**src/rtl/stage_wb.sv**
```systemverilog
// stage_wb: writeback stage of the Noname RV32 pipeline.
// Commits ALU results and completed Wishbone loads/stores to the register
// file, and turns memory-stage faults into one precise exception pulse.
// Optional feature macro: WB_BUS_TIMEOUT_EN adds a wait-cycle counter that
// raises an access fault when a bus access hangs for TIMEOUT_CYCLES cycles.
module stage_wb #(
    parameter int unsigned TIMEOUT_CYCLES = 255
) (
    input  logic        clk_i,
    input  logic        rst_i,
    input  logic        valid_i,
    input  logic [31:0] pc_i,
    input  logic        rd_we_i,
    input  logic [4:0]  rd_addr_i,
    input  logic [31:0] alu_result_i,
    input  logic        is_ld_mem_i,
    input  logic        is_st_mem_i,
    input  logic [31:0] mem_addr_i,
    input  logic [31:0] mem_data_i,
    input  logic        mem_ack_i,
    input  logic        mem_err_i,
    input  logic        e_ld_addr_mis_i,
    input  logic        e_st_addr_mis_i,
    output logic        stall_o,
    output logic        rf_we_o,
    output logic [4:0]  rf_waddr_o,
    output logic [31:0] rf_wdata_o,
    output logic        retire_o,
    output logic        exc_valid_o,
    output logic [3:0]  exc_cause_o,
    output logic [31:0] exc_pc_o,
    output logic [31:0] exc_tval_o
);

    // mcause codes for memory faults
    localparam logic [3:0] CAUSE_LD_MIS = 4'd4;
    localparam logic [3:0] CAUSE_LD_ACC = 4'd5;
    localparam logic [3:0] CAUSE_ST_MIS = 4'd6;
    localparam logic [3:0] CAUSE_ST_ACC = 4'd7;

    typedef enum logic [1:0] {IDLE, WAIT_MEM, TRAP} state_t;

    // TIMEOUT_CYCLES must fit the 8-bit wait counter (1..255)
    if (TIMEOUT_CYCLES < 1 || TIMEOUT_CYCLES > 255) begin : g_timeout_out_of_range
    end

    state_t      state_q, state_d;

    // Instruction latched while its bus access is outstanding
    logic [31:0] pc_q, pc_d;
    logic [31:0] addr_q, addr_d;
    logic [4:0]  rd_q, rd_d;
    logic        rd_we_q, rd_we_d;
    logic        is_ld_q, is_ld_d;

    // Exception record held in TRAP until it is published
    logic [3:0]  trap_cause_q, trap_cause_d;
    logic [31:0] trap_pc_q, trap_pc_d;
    logic [31:0] trap_tval_q, trap_tval_d;

    // Registered outputs
    logic        rf_we_q, rf_we_d;
    logic [4:0]  rf_waddr_q, rf_waddr_d;
    logic [31:0] rf_wdata_q, rf_wdata_d;
    logic        retire_q, retire_d;
    logic        exc_valid_q, exc_valid_d;
    logic [3:0]  exc_cause_q, exc_cause_d;
    logic [31:0] exc_pc_q, exc_pc_d;
    logic [31:0] exc_tval_q, exc_tval_d;

`ifdef WB_BUS_TIMEOUT_EN
    // The counter reaches TIMEOUT_CYCLES on the wait cycle whose edge traps,
    // so compare against the value it holds during that last cycle.
    localparam logic [7:0] TIMEOUT_LAST = 8'(TIMEOUT_CYCLES - 1);
    logic [7:0]  wait_cnt_q, wait_cnt_d;
`endif

    // Next-state, commit and exception logic
    always_comb begin
        state_d      = state_q;
        pc_d         = pc_q;
        addr_d       = addr_q;
        rd_d         = rd_q;
        rd_we_d      = rd_we_q;
        is_ld_d      = is_ld_q;
        trap_cause_d = trap_cause_q;
        trap_pc_d    = trap_pc_q;
        trap_tval_d  = trap_tval_q;
        rf_we_d      = 1'b0;
        rf_waddr_d   = rf_waddr_q;
        rf_wdata_d   = rf_wdata_q;
        retire_d     = 1'b0;
        exc_valid_d  = 1'b0;
        exc_cause_d  = exc_cause_q;
        exc_pc_d     = exc_pc_q;
        exc_tval_d   = exc_tval_q;
        stall_o      = 1'b0;
`ifdef WB_BUS_TIMEOUT_EN
        wait_cnt_d   = wait_cnt_q;
`endif

        unique case (state_q)
            IDLE: begin
                if (valid_i) begin
                    if (e_ld_addr_mis_i || e_st_addr_mis_i) begin
                        stall_o      = 1'b1;
                        trap_cause_d = e_ld_addr_mis_i ? CAUSE_LD_MIS : CAUSE_ST_MIS;
                        trap_pc_d    = pc_i;
                        trap_tval_d  = mem_addr_i;
                        state_d      = TRAP;
                    end else if (is_ld_mem_i || is_st_mem_i) begin
                        stall_o = 1'b1;
                        pc_d    = pc_i;
                        addr_d  = mem_addr_i;
                        rd_d    = rd_addr_i;
                        rd_we_d = rd_we_i;
                        is_ld_d = is_ld_mem_i;
                        state_d = WAIT_MEM;
`ifdef WB_BUS_TIMEOUT_EN
                        wait_cnt_d = 8'd0;
`endif
                    end else begin
                        rf_we_d    = rd_we_i && (rd_addr_i != 5'd0);
                        rf_waddr_d = rd_addr_i;
                        rf_wdata_d = alu_result_i;
                        retire_d   = 1'b1;
                    end
                end
            end

            WAIT_MEM: begin
                stall_o = 1'b1;
                if (mem_err_i) begin
                    trap_cause_d = is_ld_q ? CAUSE_LD_ACC : CAUSE_ST_ACC;
                    trap_pc_d    = pc_q;
                    trap_tval_d  = addr_q;
                    state_d      = TRAP;
                end else if (mem_ack_i) begin
                    // Stores retire without touching the register file
                    rf_we_d  = is_ld_q && rd_we_q && (rd_q != 5'd0);
                    retire_d = 1'b1;
                    if (is_ld_q) begin
                        rf_waddr_d = rd_q;
                        rf_wdata_d = mem_data_i;
                    end
                    state_d = IDLE;
                end
`ifdef WB_BUS_TIMEOUT_EN
                else if (wait_cnt_q == TIMEOUT_LAST) begin
                    trap_cause_d = is_ld_q ? CAUSE_LD_ACC : CAUSE_ST_ACC;
                    trap_pc_d    = pc_q;
                    trap_tval_d  = addr_q;
                    state_d      = TRAP;
                end else begin
                    wait_cnt_d = wait_cnt_q + 8'd1;
                end
`endif
            end

            TRAP: begin
                stall_o     = 1'b1;
                exc_valid_d = 1'b1;
                exc_cause_d = trap_cause_q;
                exc_pc_d    = trap_pc_q;
                exc_tval_d  = trap_tval_q;
                state_d     = IDLE;
            end

            default: state_d = IDLE;
        endcase
    end

    // State and output registers with synchronous reset
    always_ff @(posedge clk_i) begin
        if (rst_i) begin
            state_q      <= IDLE;
            pc_q         <= '0;
            addr_q       <= '0;
            rd_q         <= '0;
            rd_we_q      <= 1'b0;
            is_ld_q      <= 1'b0;
            trap_cause_q <= '0;
            trap_pc_q    <= '0;
            trap_tval_q  <= '0;
            rf_we_q      <= 1'b0;
            rf_waddr_q   <= '0;
            rf_wdata_q   <= '0;
            retire_q     <= 1'b0;
            exc_valid_q  <= 1'b0;
            exc_cause_q  <= '0;
            exc_pc_q     <= '0;
            exc_tval_q   <= '0;
`ifdef WB_BUS_TIMEOUT_EN
            wait_cnt_q   <= '0;
`endif
        end else begin
            state_q      <= state_d;
            pc_q         <= pc_d;
            addr_q       <= addr_d;
            rd_q         <= rd_d;
            rd_we_q      <= rd_we_d;
            is_ld_q      <= is_ld_d;
            trap_cause_q <= trap_cause_d;
            trap_pc_q    <= trap_pc_d;
            trap_tval_q  <= trap_tval_d;
            rf_we_q      <= rf_we_d;
            rf_waddr_q   <= rf_waddr_d;
            rf_wdata_q   <= rf_wdata_d;
            retire_q     <= retire_d;
            exc_valid_q  <= exc_valid_d;
            exc_cause_q  <= exc_cause_d;
            exc_pc_q     <= exc_pc_d;
            exc_tval_q   <= exc_tval_d;
`ifdef WB_BUS_TIMEOUT_EN
            wait_cnt_q   <= wait_cnt_d;
`endif
        end
    end

    assign rf_we_o     = rf_we_q;
    assign rf_waddr_o  = rf_waddr_q;
    assign rf_wdata_o  = rf_wdata_q;
    assign retire_o    = retire_q;
    assign exc_valid_o = exc_valid_q;
    assign exc_cause_o = exc_cause_q;
    assign exc_pc_o    = exc_pc_q;
    assign exc_tval_o  = exc_tval_q;

endmodule

```
**config.mk**
```make
export PLATFORM = sky130hd
export DESIGN_NAME = stage_wb
export DESIGN_NICKNAME = d
export VERILOG_FILES = /design/src/rtl/stage_wb.sv
export SDC_FILE = /design/constraint.sdc
export NUM_CORES = 1
export LEC_CHECK = 0
export CORE_MARGIN = 3
export CORE_UTILIZATION = 37
export DETAILED_ROUTE_END_ITERATION = 7
export GPL_ROUTABILITY_DRIVEN = 0
export SYNTH_ARGS = -nofsm -noshare
export SYNTH_HDL_FRONTEND = slang
export SYNTH_SLANG_ARGS = --single-unit
```
**constraint.sdc**
```tcl
create_clock -name clk_i -period 4.3 [get_ports clk_i]
set_clock_uncertainty 0.1 [all_clocks]
set_input_delay 0.86 -clock clk_i [delete_from_list [all_inputs] [get_ports clk_i]]
set_output_delay 0.86 -clock clk_i [all_outputs]
set_load 0.05 [all_outputs]
```
==> reports/results.txt, run 1 <==
first-pass GRT wire length = 41.3 mm
Crit path required time = 3.34 ns
Cell variety after synth = 32
Clk Tree Root Cell = clkbuf_16
P per Cell Area = 464 nW/um^2
ys async rst share = 0%
crit-path cells = clkdlybuf4s50_1 > o41a_1 > a21oi_1 > nor2_1 > clkdlybuf4s50_1
endpoints failing setup = 0
status = complete, no violations
Hold Slack = 0.351 ns
final hold violations = 0
gr usage total = 17.6%
Switching Share = 29.0%
first-pass iteration count of the detailed router = 6
wirelength, routed = 26.3 mm
initial drt markers = 278
combinational share of power = 21.4%
post-synth net total = 1189
Clock Pin Slew Worst Setup and Hold Paths = 0.06 ns
Multi-input gate area = 4570 um^2
WP buf/inv = 2
area grow syn2layout = 36.2%
CTS tree = yes
hold crit path type = flip-flop to flip-flop
Clk pwr share = 37.1%
Worst-Skew Late Latency = 0.52 ns
clk buf depth = 3
delay-heaviest family, CP = buffers and inverters
CTS H-tree depth = 1
area of the mapped netlist = 9910 um^2
Synth warnings = 0
Syn Inst Count = 1042
hold_buf cts = 0
max incr delay on CP = 0.71 ns
initial antenna violation count = 2
switching pwr = 1.81 mW
worst setup margin = 0.459 ns
grt ovf = 0
CP dominant cell by count = clkdlybuf4s50_1
crit path capture type = output pin
Filler Cells Inserted = 2417
crit-path max FO = 5
# Post-CTS Setup Buffers = 0
Setup TNS = 0 ns
die area = 28800 um^2
Avg WL per Cell = 16.5 um
period utilisation layout = 89.3%
unrepaired setup endpoints after global routing = false
Pleak = 4.60 nW
Core Region = 26200 um^2
total CTS buffers = 27
total power = 6.26 mW
I/O pins = 252
Initial Util = 37.8%
ANT nets after route = 0
Die Y-Extent = 170 um
Top FF cell, synth = dfxtp_1
register area share after synthesis = 49.9%
# rows = 59
vias in the first global route = 7524
crit path kind = input pin to output pin
max-capacitance violation count = 0
PostCTS Resize Cnt = 0
max-slew violations = 0
shortest period the worst path allows = 3.84 ns
internal power = 4.44 mW
DP HPWL = 16.9 mm
r2r setup slk = 1.77 ns
register bit count reported by yosys = 247
sequential power share = 41.5%
Avg Inst Size Synth = 9.51 um^2
maximum number of pins on one net before global-route repair = 95
Slew @ Worst Pin = 0.825 ns
Slowest-stage cell, CP = clkdlybuf4s50_1
Post-synth EDFFs = 0
commonest non-fill, non-tap cell in the layout = clkdlybuf4s50_1
DRC viols = 0
Final nets = 1394
critical path data arrival time = 2.88 ns
Max-Slew Margin vs Limit = 45.0%
fin util = 51.5%
CTS Sinks = 247
Max IR drop VDD = 0.337 mV
setup slack at placement = 0.433 ns
vias = 7864
IO buf count = 250
fmax = 260 MHz
Die Width = 170 um
Worst setup SP type = input pin
Seq. cell area = 4940 um^2
layout cell share with drive strength beyond 1 = 7.75%
commonest non-fill, non-tap cells in the layout = clkdlybuf4s50_1 (249), dfxtp_1 (247), mux2i_1 (170)
drt via density = 4.91
tightest hold or removal path, stage by stage, from the launching register on:
cell and delay, ns:
dfxtp_1 0.30, nand2_1 0.05, a21oi_1 0.05
path summary, 6_finish.rpt:
kind / startpoint / endpoint / cells past startpoint
max reg2reg: state_q[0] / trap_pc_q[5] / 7
max: is_ld_mem_i / stall_o / 5
min: addr_q[16] / addr_q[16] / 2
min reg2reg: addr_q[16] / addr_q[16] / 2
registers in the layout, summed over array words and instances (netlist names):
signal	cells
addr_q	32
exc_cause_o	3
exc_pc_o	32
exc_tval_o	32
exc_valid_o	1
is_ld_q	1
pc_q	32
rd_q	5
rd_we_q	1
retire_o	1
rf_waddr_o	5
rf_wdata_o	32
rf_we_o	1
state_q	2
trap_cause_q	3
trap_pc_q	32
trap_tval_q	32
per-stage QoR:
| step | cells | cell area [um^2] |
|---|---|---|
| floorplan | 1042 | 9910 |
| global placement | 1553 | 12600 |
| finish | 1601 | 13500 |
| CTS | 1600 | 13500 |
| global route | 1600 | 13500 |
| detailed placement | 1553 | 12600 |
cells in the mapped netlist (all sizes together), types with 2 or more instances:
master  number  area, um^2
dfxtp      247        4940
mux2i      170        1700
nand2      147         552
nor2       141         529
a21oi      112         561
a211oi     105         943
buf         50         300
clkbuf      40         150
ha           4        50.1
inv          3        11.3
nor2b        3        18.8
o21ai        3        15.0
nor3         2        10.0
or3b         2        17.5
or4          2        15.0
final cells by class:
type / count / share of cell area (%)
multi-input combinational: 702 / 33.9
timing repair buffer: 266 / 19.6
sequential: 247 / 36.6
clock inverter: 5 / 0.556
tap: 335 / 3.11
antenna: 1 / 0.0185
clock buffer: 42 / 6.09
inverter: 3 / 0.0834
metal layers:
metal / global-route usage, % / share of wire (%) / up-vias
met5: 0 / 0.084 / -
met4: 3.73 / 2.1 / 4
met1: 23.5 / 46 / 3640
met3: 4.57 / 5.5 / 40
li1: - / - / 4034
met2: 28.7 / 46 / 146
cells by family after synthesis:
logic type / Yosys count / synth area share (%)
buffers and inverters: 93 / 4.66
and+or+nand+nor: 301 / 11.8
muxes: 170 / 17.2
adders and majority gates: 4 / 0.505
DFF: 247 / 49.9
other: 1 / 0.0378
AOI/OAI and AO/OA: 226 / 15.9
power by group through the flow:
stage / combinational (mW) / sequential (mW) / clock (mW)
floorplan: 0.623 / 2.92 / 0
detailed placement: 1.35 / 2.65 / 0
global route: 1.45 / 2.62 / 2.49
CTS: 1.36 / 2.60 / 2.39
finish: 1.34 / 2.60 / 2.32
global placement: 1.34 / 2.64 / 0
Power figures use the tool's default switching activity.
==> inputs of run 2 (changes only) <==
Settings changed: CTS_CLUSTER_SIZE set to 10, RECOVER_POWER set to 25.
==> run 2 against run 1 <==
Compared with the run above:
- the run now ends with max-capacitance violations, max-slew violations left
- core utilization is 0.65 points lower
- power is 3.4% lower
- hold slack hardly changed
- setup slack better by 0.019 ns
- first-iteration DRC count is 12% higher
- via count hardly changed
- critical path type unchanged
==> reports/results.txt, run 2 (synthesis gave the netlist of run 1 again) <==
I/O pins = 252 (unchanged)
setup slack at placement = 0.433 ns (unchanged)
vias = 7871 (was 7864)
Worst setup SP type = input pin (unchanged)
Clk Tree Root Cell = clkbuf_16 (unchanged)
vias in the first global route = 7558 (was 7524)
hold crit path type = flip-flop to flip-flop (unchanged)
Multi-input gate area = 4540 um^2 (was 4570 um^2)
unrepaired setup endpoints after global routing = false (unchanged)
Slew @ Worst Pin = 2.62 ns (was 0.825 ns)
Worst-Skew Late Latency = 0.53 ns (was 0.52 ns)
P per Cell Area = 453 nW/um^2 (was 464 nW/um^2)
Filler Cells Inserted = 2416 (was 2417)
CTS tree = yes (unchanged)
DR WL met2 = 12.1 mm (about the same)
failing checks = max-capacitance violations, max-slew violations
die area = 28800 um^2 (unchanged)
Max-Slew Margin vs Limit = -74.9% (was 45.0%)
met3 wire length = 1.56 mm (was 1.46 mm)
max-capacitance violation count = 2 (was 0)
layout cell share with drive strength beyond 1 = 6.78% (was 7.75%)
# rows = 59 (unchanged)
gr usage total = 17.5% (was 17.6%)
DRC viols = 0 (unchanged)
Pleak = 4.53 nW (was 4.60 nW)
period utilisation layout = 88.9% (was 89.3%)
IO buf count = 250 (unchanged)
Seq. cell area = 4940 um^2 (unchanged)
shortest period the worst path allows = 3.82 ns (was 3.84 ns)
commonest non-fill, non-tap cell in the layout = clkdlybuf4s50_1 (unchanged)
Setup TNS = 0 ns (unchanged)
CTS Sinks = 247 (unchanged)
DP HPWL = 16.9 mm (unchanged)
maximum number of pins on one net before global-route repair = 95 (unchanged)
wirelength, routed = 26.2 mm (was 26.3 mm)
drt via density = 4.95 (was 4.91)
# Post-CTS Setup Buffers = 0 (unchanged)
first-pass GRT wire length = 41.1 mm (was 41.3 mm)
Avg WL per Cell = 16.5 um (about the same)
Crit path required time = 3.34 ns (about the same)
endpoints failing setup = 0 (unchanged)
crit-path max FO = 5 (unchanged)
Die Width = 170 um (unchanged)
WL met1 = 12.1 mm (was 12.2 mm)
initial antenna violation count = 2 (unchanged)
critical path data arrival time = 2.86 ns (was 2.88 ns)
final hold violations = 0 (unchanged)
ANT nets after route = 0 (unchanged)
commonest non-fill, non-tap cells in the layout = clkdlybuf4s50_1 (249), dfxtp_1 (247), mux2i_1 (170) (unchanged)
Core Region = 26200 um^2 (unchanged)
top routing layer used = met5 (unchanged)
antenna cells = 0 (was 1)
crit path kind = input pin to output pin (unchanged)
total CTS buffers = 29 (was 27)
Final nets = 1396 (was 1394)
crit path capture type = output pin (unchanged)
hold_buf cts = 0 (unchanged)
Clock Pin Slew Worst Setup and Hold Paths = 0.05 ns (was 0.06 ns)
first-pass iteration count of the detailed router = 6 (unchanged)
clk buf depth = 3 (unchanged)
grt ovf = 0 (unchanged)
Initial Util = 37.8% (unchanged)
fmax = 262 MHz (was 260 MHz)
Die Y-Extent = 170 um (unchanged)
area grow syn2layout = 34.5% (was 36.2%)
PostCTS Resize Cnt = 0 (unchanged)
worst setup margin = 0.479 ns (was 0.459 ns)
status = finished with violations (was complete, no violations)
initial drt markers = 310 (was 278)
Max IR drop VDD = 0.314 mV (was 0.337 mV)
max-slew violations = 84 (was 0)
CTS H-tree depth = 1 (unchanged)
run 2: path summary, 6_finish.rpt:
kind                     from              to  slack [ns]  depth (start not counted)
setup reg to reg   state_q[0]  exc_tval_o[12]        0.71                          5
hold / removal        pc_q[6]         pc_q[6]        0.35                          2
setup / recovery  is_ld_mem_i         stall_o        0.48                          5
hold reg to reg       pc_q[6]         pc_q[6]        0.35                          2
run 2: stage by stage:
step | hold WS, ns | power [mW] | area (um^2) | cells | utilization (%)
final | 0.351 | 6.04 | 13300 | 1589 | 50.9
after global routing | 0.368 | 6.35 | 13300 | 1589 | 50.9
after floorplan | 0.336 | 3.54 | 9910 | 1042 | -
after global placement | 0.341 | 3.98 | 12600 | 1553 | 48.1
after detailed placement | 0.346 | 4.00 | 12600 | 1553 | 48.1
after CTS | 0.354 | 6.14 | 13400 | 1589 | 51.1
run 2: area by class of cell:
type                            count  area share, %
Clock inverter                      2          0.131
Clock buffer                       34           5.74
Inverter                            3         0.0845
Tap cell                          335           3.14
Timing Repair Buffer              266           19.7
Multi-Input combinational cell    702           34.1
Sequential cell                   247           37.1
run 2: critical path: stages:
cell and delay, ns:
clkdlybuf4s50_1 0.51, o41a_1 0.50, a21oi_1 0.19, nor2_1 0.10, clkdlybuf4s50_1 0.71
run 2: power by group:
part / internal, mW / switching, mW / leakage (nW) / total [mW]
Sequential: 2.50 / 0.101 / 2.02 / 2.60
Combinational: 0.531 / 0.809 / 2.13 / 1.34
Clock: 1.23 / 0.876 / 0.384 / 2.10
run 2: layer usage:
| layer | up-vias | GRT usage, % |
|---|---|---|
| li1 | 4020 | - |
| met1 | 3657 | 23.3 |
| met3 | 34 | 4.71 |
| met2 | 156 | 28.4 |
| met5 | - | 0 |
| met4 | 4 | 3.77 |
==> inputs of run 3 (changes only) <==
Settings changed: ABC_CLOCK_PERIOD_IN_PS set to 4300.
==> results of run 3 <==
Same layout as run 2: the final DEF is identical, and so are final timing and power.
